### src/rtl/ladybird_stream_arbiter.sv
// rtl/ladybird_stream_arbiter.sv - packet-locked round-robin arbiter merging N streams into one registered stream
// A winner is picked in ARB and holds the output until its last beat is accepted.

module ladybird_stream_arbiter #(
    parameter int N_REQ  = 4,
    parameter int DATA_W = 8,
    localparam int ID_W  = (N_REQ > 1) ? $clog2(N_REQ) : 1
) (
    input  logic                    clk,
    input  logic                    nrst,
    input  logic [N_REQ*DATA_W-1:0] req_data,
    input  logic [N_REQ-1:0]        req_last,
    input  logic [N_REQ-1:0]        req_valid,
    output logic [N_REQ-1:0]        req_ready,
    output logic [DATA_W-1:0]       out_data,
    output logic                    out_last,
    output logic                    out_valid,
    input  logic                    out_ready,
    output logic [ID_W-1:0]         out_id,
    output logic                    busy
);

    typedef enum logic {
        ST_ARB  = 1'b0,
        ST_LOCK = 1'b1
    } state_t;

    state_t            r_state;
    state_t            w_state_nxt;
    logic [ID_W-1:0]   r_ptr;
    logic [ID_W-1:0]   r_grant;
    logic [ID_W-1:0]   w_winner;
    logic [ID_W-1:0]   w_grant_inc;
    logic [ID_W:0]     w_idx;
    logic              w_any;
    logic              w_grant_ready;
    logic              w_grant_last;
    logic              w_accept;
    logic [DATA_W-1:0] w_grant_data;
    logic [DATA_W-1:0] r_out_data;
    logic              r_out_last;
    logic              r_out_valid;
    logic [ID_W-1:0]   r_out_id;

    assign w_any         = |req_valid;
    assign w_grant_ready = ~r_out_valid | out_ready;
    assign w_grant_last  = req_last[r_grant];
    assign w_grant_data  = req_data[r_grant*DATA_W +: DATA_W];
    assign w_accept      = (r_state == ST_LOCK) & req_valid[r_grant] & w_grant_ready;
    assign w_grant_inc   = (r_grant == ID_W'(N_REQ - 1)) ? '0 : r_grant + 1'b1;

    // Scan from the highest offset down so the closest index to r_ptr wins.
    always_comb begin
        w_winner = r_ptr;
        w_idx    = '0;
        for (int k = N_REQ - 1; k >= 0; k--) begin
            w_idx = {1'b0, r_ptr} + (ID_W+1)'(k);
            if (w_idx >= (ID_W+1)'(N_REQ)) begin
                w_idx = w_idx - (ID_W+1)'(N_REQ);
            end
            if (req_valid[w_idx[ID_W-1:0]]) begin
                w_winner = w_idx[ID_W-1:0];
            end
        end
    end

    always_ff @(posedge clk or negedge nrst) begin
        if (!nrst) begin
            r_state <= ST_ARB;
        end else begin
            r_state <= w_state_nxt;
        end
    end

    always_comb begin
        w_state_nxt = r_state;
        case (r_state)
            ST_ARB:  if (w_any) w_state_nxt = ST_LOCK;
            ST_LOCK: if (w_accept && w_grant_last) w_state_nxt = ST_ARB;
            default: w_state_nxt = ST_ARB;
        endcase
    end

    always_comb begin
        req_ready = '0;
        if (r_state == ST_LOCK) begin
            req_ready[r_grant] = w_grant_ready;
        end
    end

    always_ff @(posedge clk or negedge nrst) begin
        if (!nrst) begin
            r_ptr       <= '0;
            r_grant     <= '0;
            r_out_data  <= '0;
            r_out_last  <= 1'b0;
            r_out_valid <= 1'b0;
            r_out_id    <= '0;
        end else begin
            if (r_state == ST_ARB && w_any) begin
                r_grant <= w_winner;
            end
            if (w_accept && w_grant_last) begin
                r_ptr <= w_grant_inc;
            end
            // Output register doubles as a one-deep skid: it only refills when empty or draining.
            if (w_accept) begin
                r_out_data  <= w_grant_data;
                r_out_last  <= w_grant_last;
                r_out_id    <= r_grant;
                r_out_valid <= 1'b1;
            end else if (out_ready) begin
                r_out_valid <= 1'b0;
            end
        end
    end

    assign out_data  = r_out_data;
    assign out_last  = r_out_last;
    assign out_valid = r_out_valid;
    assign out_id    = r_out_id;
    assign busy      = (r_state == ST_LOCK);

endmodule

### config.mk
export PLATFORM = sky130hd
export DESIGN_NAME = ladybird_stream_arbiter
export DESIGN_NICKNAME = d
export VERILOG_FILES = /design/src/rtl/ladybird_stream_arbiter.sv
export SDC_FILE = /design/constraint.sdc
export NUM_CORES = 1
export LEC_CHECK = 0
export BUFFER_PORTS_ARGS = -buffer_cell sky130_fd_sc_hd__buf_2
export CAP_MARGIN = 5
export CORE_AREA = 2 2 56 53
export CTS_BUF_LIST = sky130_fd_sc_hd__clkbuf_4 sky130_fd_sc_hd__clkbuf_8
export DETAILED_ROUTE_END_ITERATION = 12
export DIE_AREA = 0 0 58 55
export PLACE_DENSITY = 0.79
export SLEW_MARGIN = 20
export SYNTH_ARGS = -nofsm -noshare
export SYNTH_HDL_FRONTEND = slang
export SYNTH_SLANG_ARGS = --single-unit
### constraint.sdc
create_clock -name clk -period 2.56 [get_ports clk]
set_clock_uncertainty 0.2 [all_clocks]
set_input_delay 0.384 -clock clk [delete_from_list [all_inputs] [get_ports clk]]
set_output_delay 0.384 -clock clk [all_outputs]
set_load 0.01 [all_outputs]
# After elaboration in Yosys (flattened, before gate mapping)
# Index checks and enable logic that the tools add are counted.
dict set report totals {
  inputBits 43
  rom_bits 0
  latchBits 0
  elab_cells 67
  reg_bits 17
  output_inout_bits 17
  memories 0
  mem_bits_rw 0
}
dict set report op_classes {
  n_reduce_logical 5
  shift 1
  mul 0
  n_bitwise 6
  div_mod_pow 0
  n_mux 29
  addsub 8
  eq_ne 1
  order_cmp 10
}
# operator n
set ops {}
lappend ops {{32-bit by 6-bit variable part select with 8-bit output} 1}
lappend ops {{2-bit 2-to-1 mux} 9}
lappend ops {{2-bit by 3-bit less-than comparator with 1-bit output, second input constant} 5}
lappend ops {{1-bit binary-select mux with 2-bit select} 6}
lappend ops {{1-bit 2-to-1 mux} 11}
lappend ops {{3-bit >= comparator, second input constant} 3}
lappend ops {{2-bit by 1-bit subtractor with 2-bit output, second input constant} 4}
lappend ops {{2-bit by 2-bit adder with 3-bit output, second input constant} 2}
lappend ops {{4-bit AND} 1}
lappend ops {{4-bit 2-to-1 mux} 1}
lappend ops {{4-bit OR reduction} 1}
lappend ops {{2-bit by 1-bit adder with 3-bit output, second input constant} 1}
lappend ops {{2-bit by 3-bit >= comparator with 1-bit output, second input constant} 1}
lappend ops {{1-bit logical AND} 3}
lappend ops {{2-bit by 1-bit adder with 2-bit output, second input constant} 1}
lappend ops {{1-bit AND} 2}
lappend ops {{1-bit demux with 2-bit select} 1}
lappend ops {{2-bit equality test, second input constant} 1}
lappend ops {{2-bit by 1-bit >= comparator with 1-bit output, second input constant} 1}
lappend ops {{1-bit NOT} 2}
lappend ops {{1-bit one-hot mux with 2 select lines} 1}
lappend ops {{2-bit nonzero test} 1}
lappend ops {{1-bit OR} 1}

# Logic depth before layout (Yosys ltp)
dict set report depth {
  ltp_word 9
  ltp_mapped 5
  ltp_nobuf 3
}

# Worst setup path after synthesis
# No wires, ideal clock.
dict set report synth_timing {
  path_kind {register -> register}
  from {reg r_grant[0]}
  to {reg r_out_data[0], in the netlist out_data[0]}
  arrival_time_ns 1.537
  required_ns 2.235
  synth_period_minus_slack_ns 1.862
  setup_ns 0.125
  path_slack_ns 0.698
  path_stages_with_launch 4
  path_buffers 1
  path_cell_list {dfrtp_1 buf_2 mux4_1 mux2_4}
}
dict set report synth_via {
  elab_chain_cells 4
  word_cells_on_any_way 5
  cone_classes {shift: 1; mux: 2; bitwise: 2}
}
# item line
set synth_rtl {}
lappend synth_rtl {{from (decl)} 31} ;# logic [ID_W-1:0] r_grant;
lappend synth_rtl {{from (signal assigned)} 101} ;# r_grant <= w_winner;
lappend synth_rtl {{parallel branches: the longest is 4 deep, another holds 32-bit by 6-bit variable part select with 8-bit output} --}
lappend synth_rtl {{to (signal assigned)} 108} ;# r_out_data <= w_grant_data;
lappend synth_rtl {{to (decl)} 40} ;# logic [DATA_W-1:0] r_out_data;
# Parallel ways; which one is timed is not known. The select of a mux whose other input is x is not followed.
# A chain may end at the register's enable or synchronous reset.

# Final worst setup path
dict set report layout_timing {
  from {reg r_grant[1]}
  to {out req_ready[1]}
}
dict set report layout_via {
  elab_chain_cells 6
  word_cells_on_any_way 7
  cone_classes {order compare: 2; mux: 3; bitwise: 1; reduce/logical: 1}
}
# item line
set layout_rtl {}
lappend layout_rtl {{2-bit by 3-bit less-than comparator with 1-bit output (implied by the code) or 2-bit by 1-bit >= comparator with 1-bit output (tied branches)} 87} ;# req_ready[r_grant] = w_grant_ready;
lappend layout_rtl {{1-bit logical AND (implied by the code)} 87}
lappend layout_rtl {{1-bit 2-to-1 mux (implied by the code)} 87}
lappend layout_rtl {{1-bit demux with 2-bit select (*)} 87}
lappend layout_rtl {{4-bit AND (no line) (*)} --}
lappend layout_rtl {{4-bit 2-to-1 mux (*)} 86} ;# if (r_state == ST_LOCK) begin
lappend layout_rtl {{to (decl)} 14} ;# output logic [N_REQ-1:0] req_ready,
# Every way passes the cells marked *; elsewhere a longest branch is shown, timed or not.

==> impl_metrics.env <==
export IMPL_status="finished, final reports clean"
export IMPL_die_w_um=58
export IMPL_ir_drop_v=0.000722
export IMPL_power_density_nw_per_um2=1050
export IMPL_viasPerCell=5.33
export IMPL_ctsResizeCount=0
export IMPL_slew_headroom=0.607
export IMPL_finalCritPeriodShare=0.872
export IMPL_hold_ws_ns=0.293
export IMPL_rsz0062_at_grt="no"
export IMPL_ioPinCount=60
export IMPL_ys_ff_latch=17
export IMPL_dp_hpwl_um=2110
export IMPL_mostFrequentLayoutCells="59 x buf_2, 17 x dfrtp_1, 9 x mux2_4"
export IMPL_grt_overflow=0
export IMPL_clk_latency_ns=0.29
export IMPL_worstPathArrival_ns=1.65
export IMPL_drive_gt1_frac=0.568
export IMPL_layout_commonest_cell="buf_2"
export IMPL_drt_first_pass_iters=4
export IMPL_cts_buffer_depth=2
export IMPL_coreArea_um2=2610
export IMPL_cts_sinks=17
export IMPL_fin_crit_ns=2.23
export IMPL_numCtsBuffers=3
export IMPL_die_h_um=55
export IMPL_post_cts_buffers=0
export IMPL_grt_first_pass_wirelength_um=3940
export IMPL_syn_avg_cell_area_um2=13.5
export IMPL_synth_edf_count=0
export IMPL_gp_congestion=0.825
export IMPL_initial_core_util=0.444
export IMPL_hold_path_class="flip-flop to flip-flop"
export IMPL_drt_wirelength_per_cell_um=15.1
export IMPL_final_setup_viol_count=0
export IMPL_synth_ff_type="dfrtp_1"
export IMPL_worst_pin_slew_ns=0.589
export IMPL_ys_seq_area_frac=0.366
export IMPL_async_reset_ff_frac=1.00
export IMPL_drc=0
export IMPL_syn_instance_count=86
export IMPL_synthToLayoutAreaGrowth_pct=30.2
export IMPL_drv_cap=0
export IMPL_grt_max_degree=18
export IMPL_path_clk_slew_ns=0.09
export IMPL_diodes=0
export IMPL_antenna_found_initial=0
export IMPL_setup_tns_final_ns=0
export IMPL_drt_initial_drc_count=6
export IMPL_dieArea_um2=3190
export IMPL_power_mw=1.59
export IMPL_clockRootBuffer="clkbuf_4"
export IMPL_yosysWarnings=0
export IMPL_fmax_mhz=448
export IMPL_endpoint_kind="output port"
export IMPL_start_kind="flip-flop"
export IMPL_syn_nets=133
export IMPL_p_leak_nw=0.783
export IMPL_rows=18
export IMPL_tritoncts="yes"
export IMPL_synth_cell_type_count=33
export IMPL_cts_htree_levels=1
export IMPL_grt_pass1_vias=845
export IMPL_path_class="flip-flop to output port"
export IMPL_stdcell_count=176
export IMPL_grt_usage=0.169
export IMPL_drt_wl_total_um=2660
export IMPL_antenna_left=0
export IMPL_required_ns=1.98
export IMPL_hold_viol_final=0
export IMPL_worstPathMaxFanout=17
export IMPL_syn_area_um2=1160
export IMPL_dpl_cell_count=171
export IMPL_route_vias_total=938
export IMPL_finalMaxSlewViolations=0
export IMPL_fin_util=0.579
export IMPL_nets=194
export IMPL_port_buffers=59
==> worst max-delay path, stage by stage (launching register included) <==
cell and delay [ns]:
dfrtp_1 0.73, inv_1 0.14, ha_1 0.21, and3_1 0.15, buf_2 0.13
==> per-layer routing <==
layer	vias to the layer above	wire [µm]	global-route usage
met1	445	988	0.206
met2	37	1480	0.303
met4	0	25	0.0465
met3	4	158	0.0442
li1	452	-	-
met5	-	0	0
==> area by class of cell <==
class,instances,area [µm²]
fill,223,1100
multi-input combinational,61,697
sequential,17,425
timing repair buffer,61,313
tap,30,37.5
clock buffer,3,22.5
inverter,3,11.3
clock inverter,1,5.00
==> what timing repair did <==
item | in CTS | in global routing
setup endpoints to repair | 0 | 0
hold endpoints to repair | 17 | 0
hold buffers | 1 | 0
==> metrics by stage <==
step | setup slack [ns] | cell area (µm²)
3_3_place_gp | 0.590 | 1470
4_1_cts | 0.298 | 1510
6_report | 0.326 | 1510
3_5_place_dp | 0.528 | 1470
2_1_floorplan | 0.698 | 1160
5_1_grt | 0.194 | 1510
==> cells in the mapped netlist (all sizes together) (2+ instances only) <==
master / n / area share
dfrtp: 17 / 0.37
mux2: 13 / 0.16
mux4: 10 / 0.21
and3: 4 / 0.022
ha: 4 / 0.043
nor2: 4 / 0.013
buf: 3 / 0.017
inv: 3 / 0.0097
nand2: 3 / 0.0097
o21ai: 3 / 0.013
clkbuf: 2 / 0.0065
nand2b: 2 / 0.011
nand3: 2 / 0.019
nor2b: 2 / 0.011
==> where the power goes <==
part,switching [mW],total [mW],internal (mW)
logic,0.355,0.880,0.525
registers,0.163,0.568,0.405
clock network,0.0827,0.141,0.0581
total,0.601,1.59,0.988
==> cell families after synthesis <==
group / Yosys count / synth area share
AO/OA/AOI/OAI: 14 / 0.0873
adder cells (fa/ha/maj): 4 / 0.0431
buffers and inverters: 8 / 0.0334
flip-flops: 17 / 0.366
multiplexers: 23 / 0.362
AND/OR/NAND/NOR: 20 / 0.108
==> worst paths after layout <==
path / startpoint / end / slack (ns) / depth (start not counted)
max in group asynchronous: nrst / out_data[0] / 1.56 / 2
worst max register to register: r_grant[1] / out_data[2] / 0.52 / 3
min in group asynchronous: nrst / out_data[6] / 0.32 / 2
worst min register to register: out_last / out_last / 0.29 / 1
worst max-delay path: r_grant[1] / req_ready[1] / 0.33 / 4
worst min-delay path: out_last / out_last / 0.29 / 1
==> registers in the layout, indices dropped and copies added, names as in the netlist <==
signal and cells:
busy 1, out_last 1, r_grant 2, out_data 8, out_id 2, r_ptr 2, out_valid 1
Note: power is estimated with default switching activity, not from simulation.
